## src/rtl/fetch_stage_pkg.sv

```systemverilog
// Shared definitions for the fetch stage: word width, reset PC and the queue entry layout.
package fetch_stage_pkg;

    localparam int WORD_LEN = 32;
    localparam logic [WORD_LEN-1:0] RESET_PC_DEFAULT = 32'h0000_0000;

    typedef struct packed {
        logic [WORD_LEN-1:0] pc;
        logic [WORD_LEN-1:0] instr;
    } fetch_entry_t;

    function automatic logic [WORD_LEN-1:0] next_pc(input logic [WORD_LEN-1:0] pc);
        return pc + 32'd4;
    endfunction

endpackage

```

## src/rtl/fetch_queue.sv

```systemverilog
// Generic synchronous FIFO (power-of-2 depth) with synchronous clear.
// Latency: a pushed entry is visible at pop_dat on the next cycle.
// Backpressure: push is dropped only when full and not popping in the same cycle.
module fetch_queue
    import fetch_stage_pkg::*;
#(
    parameter int  DEPTH = 4,
    parameter type T     = fetch_entry_t
) (
    input  logic                   clk,
    input  logic                   rst,
    input  logic                   push,
    input  T                       push_dat,
    input  logic                   pop,
    output T                       pop_dat,
    input  logic                   clear,
    output logic [$clog2(DEPTH):0] count,
    output logic                   full,
    output logic                   empty
);

    localparam int AW = $clog2(DEPTH);

    T               mem [DEPTH];
    logic [AW-1:0]  wr_ptr;
    logic [AW-1:0]  rd_ptr;
    logic           do_push;
    logic           do_pop;

    assign empty   = (count == '0);
    assign full    = (count == (AW+1)'(DEPTH));
    assign do_pop  = pop && !empty;
    assign do_push = push && (!full || do_pop);
    assign pop_dat = mem[rd_ptr];

    always_ff @(posedge clk or posedge rst) begin
        if (rst) begin
            wr_ptr <= '0;
            rd_ptr <= '0;
            count  <= '0;
        end else if (clear) begin
            wr_ptr <= '0;
            rd_ptr <= '0;
            count  <= '0;
        end else begin
            if (do_push) wr_ptr <= wr_ptr + 1'b1;
            if (do_pop)  rd_ptr <= rd_ptr + 1'b1;
            count <= count + (AW+1)'(do_push) - (AW+1)'(do_pop);
        end
    end

    // Storage carries no reset; pointers and count define what is valid.
    always_ff @(posedge clk) begin
        if (do_push && !clear) mem[wr_ptr] <= push_dat;
    end

endmodule

```

## src/rtl/fetch_stage.sv

```systemverilog
// IF stage + IF/ID register: PC gen, in-order imem req/rsp, prefetch queue. Optional FETCH_PERF_CNT_EN.
// Latency: response -> ID one edge after its push (no bypass); redirect takes effect on the next edge.
// Backpressure: requests gated by queue credit, MAX_OUTST and pending drops; hazard freezes ID, no pop.
module fetch_stage
    import fetch_stage_pkg::*;
#(
    parameter logic [WORD_LEN-1:0] RESET_PC  = RESET_PC_DEFAULT,
    parameter int                  FQ_DEPTH  = 4,
    parameter int                  MAX_OUTST = 2
) (
    input  logic                clk,
    input  logic                rst,
    output logic                imem_req,
    output logic [WORD_LEN-1:0] imem_addr,
    input  logic                imem_gnt,
    input  logic                imem_rvalid,
    input  logic [WORD_LEN-1:0] imem_rdata,
    input  logic                hazard_detected,
    input  logic                branch_taken,
    input  logic [WORD_LEN-1:0] branch_addr,
    output logic [WORD_LEN-1:0] instr_ID,
    output logic [WORD_LEN-1:0] pc_ID,
    output logic                valid_ID
`ifdef FETCH_PERF_CNT_EN
    ,
    output logic [31:0]         perf_stall_cnt,
    output logic [31:0]         perf_flush_cnt
`endif
);

    localparam int CW = $clog2(FQ_DEPTH) + 1;

    logic                run;
    logic [WORD_LEN-1:0] pc;
    logic [CW-1:0]       outstanding;
    logic [CW-1:0]       q_count;
    logic [CW-1:0]       drop_cnt;
    logic [CW:0]         inflight;
    logic                hs;
    logic                tag_pop;
    logic                tag_full;
    logic                tag_empty;
    logic [WORD_LEN-1:0] tag_head;
    logic                q_push;
    logic                q_pop;
    logic                q_full;
    logic                q_empty;
    fetch_entry_t        q_in;
    fetch_entry_t        q_head;

    // The tag FIFO occupancy is exactly the number of granted-but-unanswered requests.
    fetch_queue #(.DEPTH(FQ_DEPTH), .T(logic [WORD_LEN-1:0])) u_tag_q (
        .clk      (clk),
        .rst      (rst),
        .push     (hs),
        .push_dat (pc),
        .pop      (tag_pop),
        .pop_dat  (tag_head),
        .clear    (1'b0),
        .count    (outstanding),
        .full     (tag_full),
        .empty    (tag_empty)
    );

    fetch_queue #(.DEPTH(FQ_DEPTH), .T(fetch_entry_t)) u_prefetch_q (
        .clk      (clk),
        .rst      (rst),
        .push     (q_push),
        .push_dat (q_in),
        .pop      (q_pop),
        .pop_dat  (q_head),
        .clear    (branch_taken),
        .count    (q_count),
        .full     (q_full),
        .empty    (q_empty)
    );

    assign inflight  = {1'b0, outstanding} + {1'b0, q_count};
    assign imem_req  = run && !branch_taken
                     && (inflight < (CW+1)'(FQ_DEPTH))
                     && (outstanding < CW'(MAX_OUTST))
                     && (drop_cnt == '0)
                     && !tag_full && !q_full;
    assign imem_addr = pc;
    assign hs        = imem_req && imem_gnt;

    assign tag_pop   = imem_rvalid && !tag_empty;
    assign q_push    = imem_rvalid && (drop_cnt == '0);
    assign q_in      = '{pc: tag_head, instr: imem_rdata};
    assign q_pop     = !branch_taken && !hazard_detected && !q_empty;

    // On redirect no grant can occur, so everything still in flight after this edge is dropped.
    always_ff @(posedge clk or posedge rst) begin
        if (rst) begin
            run      <= 1'b0;
            pc       <= RESET_PC;
            drop_cnt <= '0;
        end else begin
            run <= 1'b1;
            if (branch_taken) begin
                pc       <= branch_addr;
                drop_cnt <= outstanding - CW'(imem_rvalid);
            end else begin
                if (hs) pc <= next_pc(pc);
                if (imem_rvalid && (drop_cnt != '0)) drop_cnt <= drop_cnt - 1'b1;
            end
        end
    end

    always_ff @(posedge clk or posedge rst) begin
        if (rst) begin
            instr_ID <= '0;
            pc_ID    <= '0;
            valid_ID <= 1'b0;
        end else if (branch_taken) begin
            valid_ID <= 1'b0;
        end else if (!hazard_detected) begin
            valid_ID <= !q_empty;
            if (!q_empty) begin
                instr_ID <= q_head.instr;
                pc_ID    <= q_head.pc;
            end
        end
    end

`ifdef FETCH_PERF_CNT_EN
    always_ff @(posedge clk or posedge rst) begin
        if (rst) begin
            perf_stall_cnt <= '0;
            perf_flush_cnt <= '0;
        end else begin
            if (hazard_detected && valid_ID && (perf_stall_cnt != '1))
                perf_stall_cnt <= perf_stall_cnt + 32'd1;
            if (branch_taken && (perf_flush_cnt != '1))
                perf_flush_cnt <= perf_flush_cnt + 32'd1;
        end
    end
`endif

endmodule

```

## config.mk

```make
export PLATFORM = sky130hd
export DESIGN_NAME = fetch_stage
export DESIGN_NICKNAME = d
export VERILOG_FILES = /design/src/rtl/fetch_stage_pkg.sv /design/src/rtl/fetch_queue.sv /design/src/rtl/fetch_stage.sv
export SDC_FILE = /design/constraint.sdc
export NUM_CORES = 1
export LEC_CHECK = 0
export BUFFER_PORTS_ARGS = -buffer_cell sky130_fd_sc_hd__buf_2
export CAP_MARGIN = 20
export CORE_MARGIN = 1.5
export CORE_UTILIZATION = 55
export CTS_CLUSTER_DIAMETER = 150
export DETAILED_ROUTE_END_ITERATION = 6
export HOLD_SLACK_MARGIN = 0.03
export PLACE_DENSITY = 0.74
export SLEW_MARGIN = 20
export SYNTH_ARGS = -nofsm -noshare
export SYNTH_HDL_FRONTEND = slang
export SYNTH_HIERARCHICAL = 1
export SYNTH_SLANG_ARGS = --single-unit
```

## constraint.sdc

```tcl
create_clock -name clk -period 6 [get_ports clk]
set_clock_uncertainty 0.2 [all_clocks]
set_input_delay 0.9 -clock clk [delete_from_list [all_inputs] [get_ports clk]]
set_output_delay 0.9 -clock clk [all_outputs]
set_load 0.05 [all_outputs]
```

==> summary.txt, run 1 <==
Global route
  • Via count of the first global-routing pass: 10000
  • GRT Resource Usage Total: 21.4%
  • GR Overflow Total: 0
  • Initial antenna violation count: 0
  • First-pass GRT wire length: 58.3 mm
  • Largest net degree at the start of global routing: 68

Synth
  • Asr flop ratio synth: 23.0%
  • Post-Syn Instances: 978
  • Syn. warnings: 6
  • Syn Nets: 1067
  • Synth unique cells: 53
  • Post-synthesis sequential area ratio: 73.8%
  • EDFF count, synth: 384
  • Flop and latch count out of synthesis: 499
  • Post-Syn Area: 0.0195 mm2
  • Mean post-synth cell area: 20.0 um2
  • Post-synth top flop: edfxtp_1

STA
  • Post-layout minimum cycle time: 3.87 ns
  • Setup violators final: 0
  • Hold Fails Final Rpt: 0
  • Final period util: 64.5%
  • RSZ-0062 raised after global routing: false
  • Tightest Pin Transition: 1.07 ns
  • Maximum clock rate: 258 MHz
  • Worst hold margin: 0.133 ns
  • Slew Viols, Final: 0
  • Max transition margin: 28.8%
  • Post-Route Setup TNS: 0 ns

Final layout
  • Final Util: 64.6%
  • Share of layout cells above drive strength 1: 37.5%
  • N_diodes: 0
  • Most frequent cells in the layout: edfxtp_1, buf_2, dfrtp_1
  • Most common cell after layout, fill and taps aside: edfxtp_1
  • Area Overhead vs Synth: 14.8%
  • # nets final: 1253

CTS
  • Max clock buf depth: 3
  • TritonCTS Buffers: 49
  • Clock sinks: 499
  • CTS resizes: 0
  • Clk slew on worst S/H paths: 0.06 ns
  • Post-CTS Hold Buffers: 0
  • Post-CTS Setup Bufs: 0
  • Clk_lat worst skew: 0.56 ns
  • CTS tree: built
  • Clock Tree Root: clkbuf_16
  • H-tree Lvls: 2

Detailed routing
  • DR DRC count: 0
  • Vias/cell: 5.81
  • Vias: 9647
  • DR WL/cell: 22.6 um
  • Routed wire length: 37.5 mm
  • DRT antenna net count: 0
  • Initial DRC count: 629
  • Iteration count of the initial detailed-routing pass: 5

Status
  • Status: completed

Power
  • Cell leakage power: 7.93 nW
  • Power per Cell Area: 388 mW/mm2
  • Max VDD drop: 344 uV

Setup path
  • Worst endpoint data arrival time: 3.89 ns
  • Critical Path Sink Type: register
  • CP startpoint kind: register
  • Worst Path Required: 6.02 ns
  • Crit-path max FO: 27
  • CP Class: register to register

Floorplan
  • Row cnt: 68
  • Die Wd: 191 um
  • Boundary Pins: 168
  • Core Area: 0.0347 mm2
  • Overall die height: 191 um
  • Initial Util: 56.2%
  • Die area: 0.0366 mm2

Flow run
  • Max-cap viol count: 0

Place
  • Post-DP HPWL: 22.2 mm
  • Routability congestion estimate: 0.834
  • I/O Buffers: 167

Hold path
  • Hold WC Path Type: input pin to asynchronous set/reset pin
## logic make-up (layout without fill, tap and decap cells)
| group | count (synthesis) | after routing | share of synthesized area, % |
|---|---|---|---|
| flip-flops | 499 | 499 | 73.8 |
| multiplexers | 173 | 173 | 15.5 |
| AND/OR/NAND/NOR | 151 | 151 | 4.81 |
| buffers and inverters | 58 | 285 | 1.65 |
| AO/OA/AOI/OAI | 42 | 42 | 1.33 |
| XOR/XNOR | 34 | 34 | 1.53 |
| adder cells (fa/ha/maj) | 19 | 19 | 1.29 |
| other | 2 | 2 | 0.0385 |
## where the power goes
part	internal (mW)	switching, mW	total (mW)
Clock	1.82	1.25	3.06
Combinational	0.380	1.09	1.47
Sequential	3.98	0.178	4.15
## per-layer routing
metal	GRT usage, %	wire, um	vias to the layer above
li1	-	-	4241
met1	30.0	15800	5043
met2	35.5	18900	317
met3	3.45	2190	46
met4	5.05	586	0
met5	0	0	-
## registers in the layout (all words and copies together) (netlist names)
register,count
drop_cnt,3
u_prefetch_q/count,3
u_prefetch_q/rd_ptr,2
u_tag_q/count,3
valid_ID,1
pc_ID,32
u_prefetch_q/mem,256
instr_ID,32
imem_addr,32
u_tag_q/rd_ptr,2
u_tag_q/mem,128
run,1
u_tag_q/wr_ptr,2
u_prefetch_q/wr_ptr,2
## through the flow
| step | power [mW] | worst slack [ns] | cell area, um2 | instances |
|---|---|---|---|---|
| after floorplan | 5.31 | 1.56 | 19500 | 978 |
| after global placement | 5.68 | 2.14 | 20800 | 1568 |
| after CTS | 8.77 | 2.17 | 22400 | 1660 |
| final | 8.69 | 2.13 | 22400 | 1660 |
| after detailed placement | 5.71 | 2.07 | 20800 | 1568 |
| after global routing | 9.01 | 1.89 | 22400 | 1660 |
## cell type report
class                           count  area, um2
Clock buffer                       71       1410
Clock inverter                     21        238
Fill cell                        2344      12300
Inverter                           16       62.6
Multi-Input combinational cell    421       4800
Sequential cell                   499      14400
Tap cell                          455        569
Timing Repair Buffer              177        911
## Yosys cell counts (5+ instances only)
cell type	instances	area [um2]
dfrtp_1	115	2880
nand3_1	12	60.1
nor2_1	27	101
nor3b_1	7	52.6
nand2_1	35	131
mux2i_1	5	50.1
buf_2	11	55.1
xnor2_1	22	193
inv_1	16	60.1
edfxtp_1	384	11500
and2_1	8	50.1
nand4_1	6	37.5
buf_6	11	124
mux2_2	70	788
clkbuf_1	15	56.3
nor3_1	16	80.1
o21ai_0	20	100
ha_1	17	213
mux4_2	96	2160
xor2_1	12	105
## final timing paths
check / from / to / slack, ns / cells past startpoint
setup / recovery: u_tag_q/count[2] / u_tag_q/mem[2][5] / 2.13 / 7
hold / removal: rst / u_tag_q/count[0] / 0.13 / 2
setup reg to reg: u_tag_q/count[2] / u_tag_q/mem[2][5] / 2.13 / 7
hold reg to reg: instr_ID[28] / instr_ID[28] / 0.30 / 1
max in group asynchronous: rst / instr_ID[24] / 4.09 / 3
min in group clk: instr_ID[28] / instr_ID[28] / 0.30 / 1
## critical path, stage by stage (launching register included)
cell and delay, ns:
dfrtp_1 0.58, ha_1 0.31, nor3b_1 0.40, nand4_4 0.46, nor2_1 0.30, nor3b_1 0.33
and2_1 0.51, buf_4 0.42
Note: power is estimated with default switching activity, not from simulation.
==> inputs of run 2 (changes only) <==
==> constraint.sdc (replaced) <==
create_clock -name clk -period 4.05 [get_ports clk]
set_clock_uncertainty 0.2 [all_clocks]
set_input_delay 0.6075 -clock clk [delete_from_list [all_inputs] [get_ports clk]]
set_output_delay 0.6075 -clock clk [all_outputs]
set_load 0.05 [all_outputs]
==> run 2 against run 1 <==
Core utilization is 0.23 points higher. Design area is 0.36% higher. Clock power is 42% higher. Register-to-register slack worse by 1.3 ns. Largest cell class unchanged. Sequential power grew 49%. Wire length grew 4.5%. Non-clock buffer count up 14. Combinational power grew 49%. Global-route usage grew 0.68 points. Setup slack lost 1.3 ns. Hold slack got worse by 0.071 ns. Largest power group unchanged. Final cell count is 0.78% higher.
==> summary.txt, run 2 (same netlist as run 1, synthesis figures left out) <==
STA
  • Tightest Pin Transition: 1.05 ns
  • Maximum clock rate: 311 MHz
  • RSZ-0062 raised after global routing: false
  • Setup violators final: 0
  • Hold Fails Final Rpt: 0
  • Slew Viols, Final: 0
  • Post-layout minimum cycle time: 3.21 ns
  • Post-Route Setup TNS: 0 ns
  • Max transition margin: 30.3%
  • Final period util: 79.3%

Detailed routing
  • Initial DRC count: 678
  • DRT antenna net count: 0
  • Vias/cell: 5.75
  • Routed wire length: 39.2 mm
  • Iteration count of the initial detailed-routing pass: 5
  • Vias: 9626
  • DR WL/cell: 23.4 um
  • DR DRC count: 0

Floorplan
  • Row cnt: 68
  • Overall die height: 191 um
  • Initial Util: 56.2%
  • Die area: 0.0366 mm2
  • Core Area: 0.0347 mm2
  • Boundary Pins: 168
  • Die Wd: 191 um

Final layout
  • Share of layout cells above drive strength 1: 37.8%
  • # nets final: 1267
  • Max reg flops: 256
  • N_diodes: 0
  • Number of fillers in the final layout: 2353
  • Largest regs: u_prefetch_q/mem: 256 flops, u_tag_q/mem: 128 flops
  • Area Overhead vs Synth: 15.2%
  • Biggest register: u_prefetch_q/mem
  • Most frequent cells in the layout: edfxtp_1, buf_2, dfrtp_1
  • Most common cell after layout, fill and taps aside: edfxtp_1

Setup path
  • CP startpoint kind: register
  • Crit-path max FO: 10
  • FF-to-FF End: u_tag_q/mem[3][3]
  • Worst flop-to-flop path startpoint: u_tag_q/count[2]
  • Cells on worst reg2reg path: 7
  • Worst endpoint data arrival time: 2.40 ns
  • Critical Path Sink Type: primary output
  • CP Class: register to primary output
  • CP startpoint: u_tag_q/count[1]
  • Worst Path Required: 3.24 ns
  • R2R Setup Slk: 0.87 ns

Place
  • Routability congestion estimate: 0.816
  • I/O Buffers: 167
  • Post-DP HPWL: 24.1 mm

CTS
  • H-tree Lvls: 2
  • Max clock buf depth: 3
  • Clk_lat worst skew: 0.56 ns
  • TritonCTS Buffers: 49
  • Clock Tree Root: clkbuf_16
  • Clock sinks: 499
  • Clk slew on worst S/H paths: 0.06 ns
  • CTS tree: built

Hold path
  • WHS Endpoint: imem_addr[2]
  • Hold WC Path Type: input pin to register
  • WHS Path Cells: 3
  • Hold Startpoint: branch_addr[2]

Global route
  • Largest net degree at the start of global routing: 66
  • Initial antenna violation count: 0
  • GR Overflow Total: 0
  • First-pass GRT wire length: 59.8 mm
  • Via count of the first global-routing pass: 10100
  • GRT Resource Usage Total: 22.1%

Status
  • Status: completed

Power
  • Max VDD drop: 490 uV
  • Power per Cell Area: 564 mW/mm2
  • Overall power: 12.7 mW
  • Cell leakage power: 7.97 nW

Flow run
  • Max-cap viol count: 0
-- run 2: routing by layer --
metal  vias up  global-route usage, %  routed length (um)
li1       4270                      -                   -
met1      5009                   30.4               17000
met2       299                   37.3               19700
met3        48                   3.34                1970
met4         0                   5.26                 608
met5         -                      0                   0
-- run 2: area by class of cell --
cell class              count  area, um2  share of cell area, %
repair buffers            191       1090                   4.86
inverters                  16       62.6                  0.278
clock buffers              76       1410                   6.26
multi-input cells         421       4800                   21.4
clock inverters            15        139                  0.617
flip-flops and latches    499      14400                   64.1
well taps                 455        569                   2.53
-- run 2: worst max-delay path by stage --
stage,slack (ns),to
after floorplan,0.60,drop_cnt[0]
after global placement,0.93,u_prefetch_q/mem[0][59]
after detailed placement,0.88,u_prefetch_q/mem[0][59]
after CTS,0.83,imem_req
after global routing,0.70,u_tag_q/mem[3][9]
final,0.84,imem_req
-- run 2: through the flow --
stage / area (um2) / hold slack [ns] / setup slack (ns) / instances / utilization [%]
floorplan: 19500 / 0.211 / 0.595 / 978 / -
global placement: 20900 / 0.284 / 0.925 / 1581 / 60.3
detailed placement: 20900 / 0.291 / 0.880 / 1581 / 60.3
CTS: 22500 / 0.0403 / 0.825 / 1673 / 64.8
global route: 22500 / 0.0439 / 0.697 / 1673 / 64.8
finish: 22500 / 0.0619 / 0.839 / 1673 / 64.8
-- run 2: what timing repair did --
action,CTS,global route
endpoints found under the hold margin,39,0
hold buffers,1,0
buffers inserted,0,0
resized for setup,0,0
-- run 2: critical path, stage by stage, from the launching register on --
cell,delay [ns]
dfrtp_1,0.57
ha_1,0.33
nor4b_4,0.37
nand4_1,0.20
nor2_1,0.12
buf_2,0.27
-- run 2: where the power goes --
group / internal (mW) / switching [mW] / leakage, nW
Clock: 2.48 / 1.85 / 0.758
Sequential: 5.89 / 0.281 / 4.89
Combinational: 0.567 / 1.62 / 2.32
Total: 8.93 / 3.75 / 7.97
==> inputs of run 3 (changes only) <==
--- a/config.mk
+++ b/config.mk
@@ -5,14 +5,15 @@
 export SDC_FILE = /design/constraint.sdc
 export NUM_CORES = 1
 export LEC_CHECK = 0
+export ABC_AREA = 1
 export BUFFER_PORTS_ARGS = -buffer_cell sky130_fd_sc_hd__buf_2
 export CAP_MARGIN = 20
 export CORE_MARGIN = 1.5
-export CORE_UTILIZATION = 55
+export CORE_UTILIZATION = 54
 export CTS_CLUSTER_DIAMETER = 150
 export DETAILED_ROUTE_END_ITERATION = 6
 export HOLD_SLACK_MARGIN = 0.03
-export PLACE_DENSITY = 0.74
+export PLACE_DENSITY = 0.76
 export SLEW_MARGIN = 20
 export SYNTH_ARGS = -nofsm -noshare
 export SYNTH_HDL_FRONTEND = slang
==> constraint.sdc (replaced) <==
create_clock -name clk -period 2.9 [get_ports clk]
set_clock_uncertainty 0.2 [all_clocks]
set_input_delay 0.435 -clock clk [delete_from_list [all_inputs] [get_ports clk]]
set_output_delay 0.435 -clock clk [all_outputs]
set_load 0.05 [all_outputs]
==> run 3 against run 2 <==
Count of clock-buffer cells in the layout is 1 higher. Power is 43% higher. Via count is 44% higher. Hold slack better by 0.018 ns. Combinational power is 53% higher. Non-clock buffer count is 75 higher. Wire length is 14% higher. Sequential power is 41% higher. Critical path depth stayed put. Clock power is 42% higher. Critical endpoint unchanged. Largest power group unchanged.
==> summary.txt, run 3 <==
Place
  • I/O Buffers: 167
  • Cells after DPL: 2419
  • Area after DPL: 0.0219 mm2
  • Routability congestion estimate: 0.851
  • Post-DP HPWL: 26.2 mm

Global route
  • First-pass GRT wire length: 70.9 mm
  • Met1 usage: 30.5%
  • Via count of the first global-routing pass: 13600
  • GRT Resource Usage Total: 23.2%
  • Largest net degree at the start of global routing: 132
  • GR Overflow Total: 0
  • GRT met2 Usage: 38.9%
  • Initial antenna violation count: 0
  • M3 GR Usage: 3.92%
  • Layer with the highest usage: met2

Floorplan
  • Overall die height: 198 um
  • Die Wd: 198 um
  • Core Area: 0.0376 mm2
  • Row cnt: 71
  • Initial Util: 54.6%
  • Boundary Pins: 168
  • Die area: 0.0392 mm2

Synth
  • Flop and latch count out of synthesis: 499
  • Syn. warnings: 6
  • Post-synth top flop: edfxtp_1
  • Asr flop ratio synth: 23.0%
  • Synth unique cells: 36
  • Commonest cells in the netlist: nand2_1, edfxtp_1, nor2_1
  • Top-count cell post-synth: nand2_1
  • Post-Syn Instances: 1795
  • Synth area leader: edfxtp_1
  • Post-synth top area share: 56.2%
  • Post-Syn Area: 0.0205 mm2
  • EDFF count, synth: 384
  • Mean post-synth cell area: 11.4 um2
  • Synth top area cells: edfxtp_1, dfrtp_1, nand2_1
  • Post-synthesis sequential area ratio: 70.2%

Detailed routing
  • Iteration count of the initial detailed-routing pass: 5
  • Vias: 13900
  • Routed wire length: 44.6 mm
  • Vias/cell: 5.39
  • DR WL/cell: 17.3 um
  • DRT antenna net count: 0
  • DR DRC count: 0
  • Initial DRC count: 881

CTS
  • CTS resizes: 0
  • Clock Tree Root: clkbuf_16
  • Clock sinks: 499
  • Clk slew on worst S/H paths: 0.06 ns
  • H-tree Lvls: 2
  • TritonCTS Buffers: 49
  • CTS tree: built
  • Clk_lat worst skew: 0.59 ns
  • Max clock buf depth: 3

STA
  • Slew Viols, Final: 0
  • Hold Fails Final Rpt: 0
  • Post-layout minimum cycle time: 2.62 ns
  • Final period util: 90.3%
  • Tightest Pin Transition: 0.845 ns
  • Setup violators final: 0
  • RSZ-0062 raised after global routing: false
  • Maximum clock rate: 382 MHz
  • Max transition margin: 43.6%

Setup path
  • Critical Path Sink Type: primary output
  • Worst path cell trace: ha_1, nand3_1, nand3_1, nor2_1, buf_2
  • Most frequent CP cell: nand3_1
  • Worst Path Required: 2.27 ns
  • CP max stage delay: 0.48 ns
  • Critical path's slowest cell: dfrtp_1
  • CP bufs+invs: 1
  • CP Class: register to primary output
  • Crit-path max FO: 7
  • Top Family by Delay on Critical Path: flip-flops
  • Worst endpoint data arrival time: 1.98 ns
  • CP startpoint kind: register

Final layout
  • Most frequent cells in the layout: nand2_1, edfxtp_1, nor2_1
  • N_diodes: 0
  • Final instance area: 0.0242 mm2
  • Largest regs: u_prefetch_q/mem: 256 flops, u_tag_q/mem: 128 flops
  • Share of layout cells above drive strength 1: 14.9%
  • Area Overhead vs Synth: 17.6%
  • Most common cell after layout, fill and taps aside: nand2_1
  • Max reg flops: 256
  • Fin cells: 2577
  • # nets final: 2114
  • Biggest register: u_prefetch_q/mem

Flow run
  • Max-cap viol count: 0

Power
  • Power per Cell Area: 754 mW/mm2
  • Overall power: 18.2 mW
  • Cell leakage power: 9.57 nW
  • Max VDD drop: 497 uV

Hold path
  • Hold WC Path Type: input pin to register

Status
  • Status: completed
-- run 3: cell types whose count changed after synthesis, sizes merged, moves of 33 or more --
cell	delta
nor2	+248
mux4	-96
nand2	+371
o21ai	+183
mux2	-72
o22ai	+96
buf	+33
nand3	+71
inv	+73
-- run 3: final cells by class --
| cell class | instances | area, um2 |
|---|---|---|
| multi-input combinational | 1118 | 5240 |
| fill | 2760 | 13400 |
| tap | 511 | 639 |
| clock inverter | 15 | 158 |
| sequential | 499 | 14400 |
| timing repair buffer | 266 | 1960 |
| clock buffer | 77 | 1400 |
| inverter | 91 | 348 |
-- run 3: repair_timing --
item	in CTS	in global routing
hold endpoints to repair	277	0
buffers inserted	0	0
hold buffers	66	0
-- run 3: routing by layer --
| layer | share of wire [%] | wire, um | up-vias |
|---|---|---|---|
| met1 | 42 | 18900 | 6633 |
| met3 | 6.7 | 2980 | 84 |
| li1 | - | - | 6672 |
| met5 | 0 | 0 | - |
| met2 | 48 | 21400 | 502 |
| met4 | 3.0 | 1330 | 0 |
-- run 3: worst paths after layout --
kind	startpoint	to	slack, ns	cells after the start
min in group asynchronous	rst	u_prefetch_q/count[0]	0.17	3
min reg2reg	instr_ID[10]	instr_ID[10]	0.26	2
max	u_tag_q/count[1]	imem_req	0.28	5
min	branch_addr[6]	imem_addr[6]	0.08	5
max reg2reg	u_tag_q/count[2]	u_tag_q/count[2]	0.35	14
max in group asynchronous	rst	pc_ID[0]	1.79	4
-- run 3: logic make-up after synthesis --
group / share of synthesized area, %
buf+inv: 4.66
flops: 70.2
other cells: 0.0366
compound gates: 8.05
simple gates: 15.4
fa+ha+maj: 1.23
xor+xnor: 0.427
-- run 3: report_power, final --
part / total (mW) / internal [mW] / switching [mW]
combinational: 3.34 / 0.765 / 2.58
clock: 6.14 / 3.51 / 2.63
sequential: 8.72 / 8.29 / 0.428
-- run 3: per-stage QoR --
step	setup TNS, ns	utilization, %	worst slack (ns)	hold WS (ns)
2_1_floorplan	-31.00	-	-0.210	0.0384
3_3_place_gp	0	58.4	0.446	0.226
3_5_place_dp	0	58.4	0.388	0.235
4_1_cts	0	64.3	0.232	0.0596
5_1_grt	0	64.3	0.114	0.0988
6_report	0	64.3	0.282	0.0800
-- run 3: worst reg2reg max path, stage by stage (launching register included) --
cell	delay (ns)
dfrtp_1	0.47
ha_1	0.34
inv_1	0.09
nand2_1	0.08
nor2_1	0.09
nand3_1	0.10
inv_1	0.13
nand3_1	0.08
o21ai_0	0.10
ha_1	0.18
inv_1	0.05
fa_1	0.37
nand2_1	0.08
nand2_1	0.04
nor2_1	0.08
